--- src/rtl/simon_pkg.sv ---
// Shared types and constants for the Simon game sequencer.
// Colours match the LED/button wiring; states are the controller's FSM.
package simon_pkg;

    typedef logic [1:0] colour_t;

    localparam colour_t RED    = 2'd0;
    localparam colour_t GREEN  = 2'd1;
    localparam colour_t BLUE   = 2'd2;
    localparam colour_t YELLOW = 2'd3;

    localparam int MAX_SEGMENTS = 32;

    typedef enum logic [3:0] {
        ST_IDLE     = 4'd0,
        ST_CLEAR    = 4'd1,
        ST_LOAD     = 4'd2,
        ST_SETTLE   = 4'd3,
        ST_SHOW_ON  = 4'd4,
        ST_SHOW_OFF = 4'd5,
        ST_INPUT    = 4'd6,
        ST_GAP      = 4'd7,
        ST_WIN      = 4'd8,
        ST_LOSE     = 4'd9
    } state_t;

endpackage

--- src/rtl/seq_timer.sv ---
// Loadable down-counter shared by every timed phase of the sequencer.
// done is high whenever the count rests at zero; a load overrides counting.
module seq_timer #(
    parameter int WIDTH = 28
) (
    input  logic             clk,
    input  logic             reset,
    input  logic             load,
    input  logic [WIDTH-1:0] load_value,
    output logic             done
);

    logic [WIDTH-1:0] count;

    always_ff @(posedge clk) begin
        if (!reset) begin
            count <= '0;
        end else if (load) begin
            count <= load_value;
        end else if (count != '0) begin
            count <= count - WIDTH'(1);
        end
    end

    assign done = (count == '0);

endmodule

--- src/rtl/simon_sequence_ctrl.sv ---
// Simon game controller: grows the colour history, plays it back oldest-first,
// then checks the player's presses against it and reports win or lose.
module simon_sequence_ctrl
    import simon_pkg::*;
#(
    parameter int ON_CYCLES      = 12_500_000,
    parameter int OFF_CYCLES     = 6_250_000,
    parameter int TIMEOUT_CYCLES = 250_000_000,
    parameter int MAX_LEN        = MAX_SEGMENTS
) (
    input  logic                         clk,
    input  logic                         reset,
    input  logic                         start,
    input  logic [1:0]                   rand_colour,
    input  logic                         btn_valid,
    input  logic [1:0]                   btn_colour,
    input  logic [MAX_SEGMENTS:0][1:0]   segment,
    output logic                         seg_clear,
    output logic                         load_colour,
    output logic [1:0]                   new_colour,
    output logic                         led_en,
    output logic [1:0]                   led_colour,
    output logic [5:0]                   round_len,
    output logic                         accepting,
    output logic                         game_over,
    output logic                         game_won
);

    localparam int TW = $clog2(TIMEOUT_CYCLES + 1);

    // Timer is loaded with N-1 so a phase lasts exactly N cycles including its entry cycle.
    localparam logic [TW-1:0] ON_LOAD      = TW'(ON_CYCLES - 1);
    localparam logic [TW-1:0] OFF_LOAD     = TW'(OFF_CYCLES - 1);
    localparam logic [TW-1:0] TIMEOUT_LOAD = TW'(TIMEOUT_CYCLES - 1);

    state_t        state, state_n;
    logic [5:0]    idx, idx_n;
    logic [5:0]    len_n;
    logic          tmr_load;
    logic [TW-1:0] tmr_value;
    logic          tmr_done;

    seq_timer #(.WIDTH(TW)) u_timer (
        .clk        (clk),
        .reset      (reset),
        .load       (tmr_load),
        .load_value (tmr_value),
        .done       (tmr_done)
    );

    always_comb begin
        state_n   = state;
        idx_n     = idx;
        len_n     = round_len;
        tmr_load  = 1'b0;
        tmr_value = '0;
        case (state)
            ST_IDLE, ST_WIN, ST_LOSE: begin
                if (start) state_n = ST_CLEAR;
            end
            ST_CLEAR: begin
                len_n   = '0;
                state_n = ST_LOAD;
            end
            ST_LOAD: begin
                len_n   = round_len + 6'd1;
                state_n = ST_SETTLE;
            end
            ST_SETTLE: begin
                idx_n     = round_len;
                tmr_load  = 1'b1;
                tmr_value = ON_LOAD;
                state_n   = ST_SHOW_ON;
            end
            ST_SHOW_ON: begin
                if (tmr_done) begin
                    tmr_load  = 1'b1;
                    tmr_value = OFF_LOAD;
                    state_n   = ST_SHOW_OFF;
                end
            end
            ST_SHOW_OFF: begin
                if (tmr_done) begin
                    tmr_load = 1'b1;
                    if (idx > 6'd1) begin
                        idx_n     = idx - 6'd1;
                        tmr_value = ON_LOAD;
                        state_n   = ST_SHOW_ON;
                    end else begin
                        idx_n     = round_len;
                        tmr_value = TIMEOUT_LOAD;
                        state_n   = ST_INPUT;
                    end
                end
            end
            // A press on the final timeout cycle wins over the timeout.
            ST_INPUT: begin
                if (btn_valid) begin
                    if (btn_colour == segment[idx]) begin
                        if (idx > 6'd1) begin
                            idx_n     = idx - 6'd1;
                            tmr_load  = 1'b1;
                            tmr_value = TIMEOUT_LOAD;
                        end else if (round_len == 6'(MAX_LEN)) begin
                            state_n = ST_WIN;
                        end else begin
                            tmr_load  = 1'b1;
                            tmr_value = OFF_LOAD;
                            state_n   = ST_GAP;
                        end
                    end else begin
                        state_n = ST_LOSE;
                    end
                end else if (tmr_done) begin
                    state_n = ST_LOSE;
                end
            end
            ST_GAP: begin
                if (tmr_done) state_n = ST_LOAD;
            end
            default: begin
                state_n = ST_IDLE;
            end
        endcase
    end

    // Outputs are decoded from the next state so each one is a flop yet tracks the state exactly.
    always_ff @(posedge clk) begin
        if (!reset) begin
            state       <= ST_IDLE;
            idx         <= '0;
            round_len   <= '0;
            seg_clear   <= 1'b0;
            load_colour <= 1'b0;
            new_colour  <= RED;
            led_en      <= 1'b0;
            led_colour  <= RED;
            accepting   <= 1'b0;
            game_over   <= 1'b0;
            game_won    <= 1'b0;
        end else begin
            state       <= state_n;
            idx         <= idx_n;
            round_len   <= len_n;
            seg_clear   <= (state_n == ST_CLEAR);
            load_colour <= (state_n == ST_LOAD);
            new_colour  <= (state_n == ST_LOAD) ? rand_colour : RED;
            led_en      <= (state_n == ST_SHOW_ON);
            led_colour  <= (state_n == ST_SHOW_ON) ? segment[idx_n] : RED;
            accepting   <= (state_n == ST_INPUT);
            game_over   <= (state_n == ST_WIN) || (state_n == ST_LOSE);
            game_won    <= (state_n == ST_WIN);
        end
    end

endmodule

--- config.mk ---
export PLATFORM = sky130hd
export DESIGN_NAME = simon_sequence_ctrl
export DESIGN_NICKNAME = d
export VERILOG_FILES = /design/src/rtl/simon_pkg.sv /design/src/rtl/seq_timer.sv /design/src/rtl/simon_sequence_ctrl.sv
export SDC_FILE = /design/constraint.sdc
export NUM_CORES = 1
export LEC_CHECK = 0
export CAP_MARGIN = 10
export CORE_UTILIZATION = 23
export CTS_BUF_LIST = sky130_fd_sc_hd__clkbuf_8
export DETAILED_ROUTE_END_ITERATION = 10
export PLACE_DENSITY = 0.44
export RECOVER_POWER = 25
export SLEW_MARGIN = 20
export SYNTH_ARGS = -nofsm -noshare
export SYNTH_HDL_FRONTEND = slang
export SYNTH_SLANG_ARGS = --single-unit
--- constraint.sdc ---
create_clock -name clk -period 4.5 [get_ports clk]
set_clock_uncertainty 0.05 [all_clocks]
set_input_delay 0.675 -clock clk [delete_from_list [all_inputs] [get_ports clk]]
set_output_delay 0.675 -clock clk [all_outputs]
set_load 0.1 [all_outputs]
==> qor.yml <==
max_freq_mhz: 243
p_comb_share_pct: 55.4
period_needed_ns: 4.12
post_synth.cell_area_avg_sq_um: 8.12
htreeDepth: 2
grt_use_total_pct: 15.1
met2_usage_pct: 25.7
dp.cells: 852
antenna_found_initial: 0
dp_hpwl_mm: 11.5
synth_area_leader_cell: "dfxtp_1"
postCtsSetupRepairBufs: 0
drc: 0
cts_root_buffer: "clkbuf_8"
cts_sinks: 54
worstSetupPathType: "in2reg"
worst_pin_slew_ns: 0.993
intPower_mw: 1.18
powerDensity_nw_per_um2: 393
synth.cell_area_sq_um: 4360
switching_power_mw: 1.06
synth_edf_count: 0
die_h_um: 140
startpoint_type: "input port"
rsz0062_at_grt: "no"
worstSetupEndpointType: "register"
grt-ovfl-total: 0
synth_common_cells: "nand2_1 (62), nor2_1 (60), dfxtp_1 (54)"
p_sw_share_pct: 47.3
grt-busiest-layer: "met2"
holdCritPathClass: "reg2reg"
synth_top_area_share_pct: 24.8
cp_max_fo: 9
antenna_cells: 0
ys_seq_area_share_pct: 24.8
syn2layout_area_growth_pct: 30.0
die_width_um: 140
cts_buffers: 5
synth_most_common_cell: "nand2_1"
core-area_sq_um: 18600
crit_chain: "clkdlybuf4s50_1, mux4_2, nand2_1, a211o_1, a221o_1, and4b_1, o21a_4, o211ai_4, buf_4, mux2i_1, mux2i_1, a22oi_1, nand2_1, a21oi_1, o22ai_1"
finalSetupViolations: 0
finalPower_mw: 2.23
syn_nets: 617
synth-async-reset-ratio_pct: 0
grt_pass1_vias: 4415
first_iter_violations: 228
io_pins: 90
synthFlopType: "dfxtp_1"
io_buffers: 89
drt_pass1_iterations: 4
holdBufCountCts: 0
drive_above_1_share_pct: 11.5
dieArea_sq_um: 19500
relSlewSlack_pct: 33.6
gp_congestion: 0.868
grt_pass1_wl_mm: 23.6
clock_latency_ns: 0.31
postSynthCellCount: 537
ys_warn_count: 0
worstPathArrival_ns: 4.27
grt.met1_usage_pct: 20.4
grt_use_met3_pct: 2.13
setup_tns_ns: 0
start_util_pct: 23.4
drt-total-wl_mm: 14.5
synth_cell_types: 75
ys_ff_latch: 54
slew_viol_final: 0
clock_path_buffers: 2
cts.clk_slew.worst_paths_ns: 0.10
tritoncts: "yes"
fin_nets: 705
final-hold-violation-count: 0
final_cells: 860
cpPeakStageDelay_ns: 0.47
cp.required_ns: 4.65
power_leakage_nw: 2.12
pwr-share-seq_pct: 32.2
synth.area.top_cells: "dfxtp_1 (25%), mux2i_1 (8.5%), mux4_2 (6.2%), a21oi_1 (5.9%), nand2_1 (5.3%)"
fillers: 1991
rows: 50
clkPwrFrac_pct: 12.4
min_period_over_period_pct: 91.6
vias: 4361
status: "finished clean"
viasPerCell: 5.07
grt_max_degree: 25
postRouteAntennaNets: 0
vdd_drop_max_v: 0.000194
drv_cap: 0
crit_slowest_cell: "clkdlybuf4s50_1"
wire_per_inst_um: 16.9
[cell usage in the layout (no fill, tap or decap), drive strengths merged, types with 7 or more instances in the layout]
master,n
clkdlybuf4s50,77
nand2,64
nor2,61
dfxtp,54
a21oi,52
mux2i,37
o21ai,24
nor3,22
buf,20
o211ai,15
inv,14
xor2,14
mux2,13
mux4,12
dlygate4sd3,12
nor4,12
xnor2,11
nand3,10
a22oi,7
and2,7
[per-stage QoR]
stage / worst slack, ns / instance area, sq um / utilization [%] / hold WS [ns]
after floorplan: 1.07 / 4360 / - / 0.429
final: 0.378 / 5670 / 30.4 / 0.477
after CTS: 0.138 / 5670 / 30.4 / 0.483
after global routing: 0.221 / 5670 / 30.4 / 0.517
after global placement: 0.0650 / 5590 / 30.0 / 0.451
after detailed placement: 0.0744 / 5590 / 30.0 / 0.447
[registers in the layout, summed over array words and instances (netlist names)]
name	cells
led_colour	2
seg_clear	1
u_timer.count	28
idx	6
round_len	6
accepting	1
game_over	1
led_en	1
load_colour	1
state	4
new_colour	2
game_won	1
[final cells by class]
type                       instances  area, sq um  share of cell area (%)
clock buffer                       5         68.8                    1.21
clock inverter                     3         17.5                   0.309
inverter                          13         48.8                   0.860
multi-input combinational        441         3090                    54.5
sequential                        54         1080                    19.1
tap                              234          293                    5.16
timing repair buffer             110         1070                    18.9
[repair_timing]
item                       in CTS  in global routing
gates resized for setup         0                  1
setup endpoints to repair       0                  3
hold endpoints to repair        0                  0
[routing by layer]
metal / up-vias / wire length [um]
met5: - / 0
met4: 0 / 106
met3: 10 / 504
met2: 96 / 6970
met1: 2099 / 6940
li1: 2156 / -
[logic make-up (layout without fill, tap and decap cells)]
logic type	after synthesis	in the layout	share of synthesized area, %
muxes	62	62	18.0
AOI/OAI and AO/OA	135	135	20.8
adders and majority gates	6	6	1.72
and+or+nand+nor	213	213	24.6
xor gates and xnor gates	25	25	5.45
DFF	54	54	24.8
buffers and inverters	42	131	4.62
[worst max-delay path: cells and delay by family]
family / cells / cell delay (ns)
compound gates: 7 / 1.70
mux: 3 / 0.72
buf+inv: 2 / 0.75
simple gates: 3 / 0.41
[worst paths after layout]
path / start / end / slack (ns) / depth (start not counted)
setup / recovery: segment[34] / led_colour[0] / 0.38 / 15
hold / removal: u_timer.count[8] / u_timer.count[8] / 0.48 / 2
setup reg to reg: idx[1] / led_colour[0] / 0.45 / 15
hold reg to reg: u_timer.count[8] / u_timer.count[8] / 0.48 / 2
[power by group through the flow]
stage	logic, mW	clock network [mW]	registers [mW]
final	1.24	0.278	0.718
after global routing	1.37	0.306	0.735
after CTS	1.25	0.288	0.716
after detailed placement	1.24	0	0.726
after global placement	1.23	0	0.722
after floorplan	0.791	0	0.825
Power figures use the tool's default switching activity.
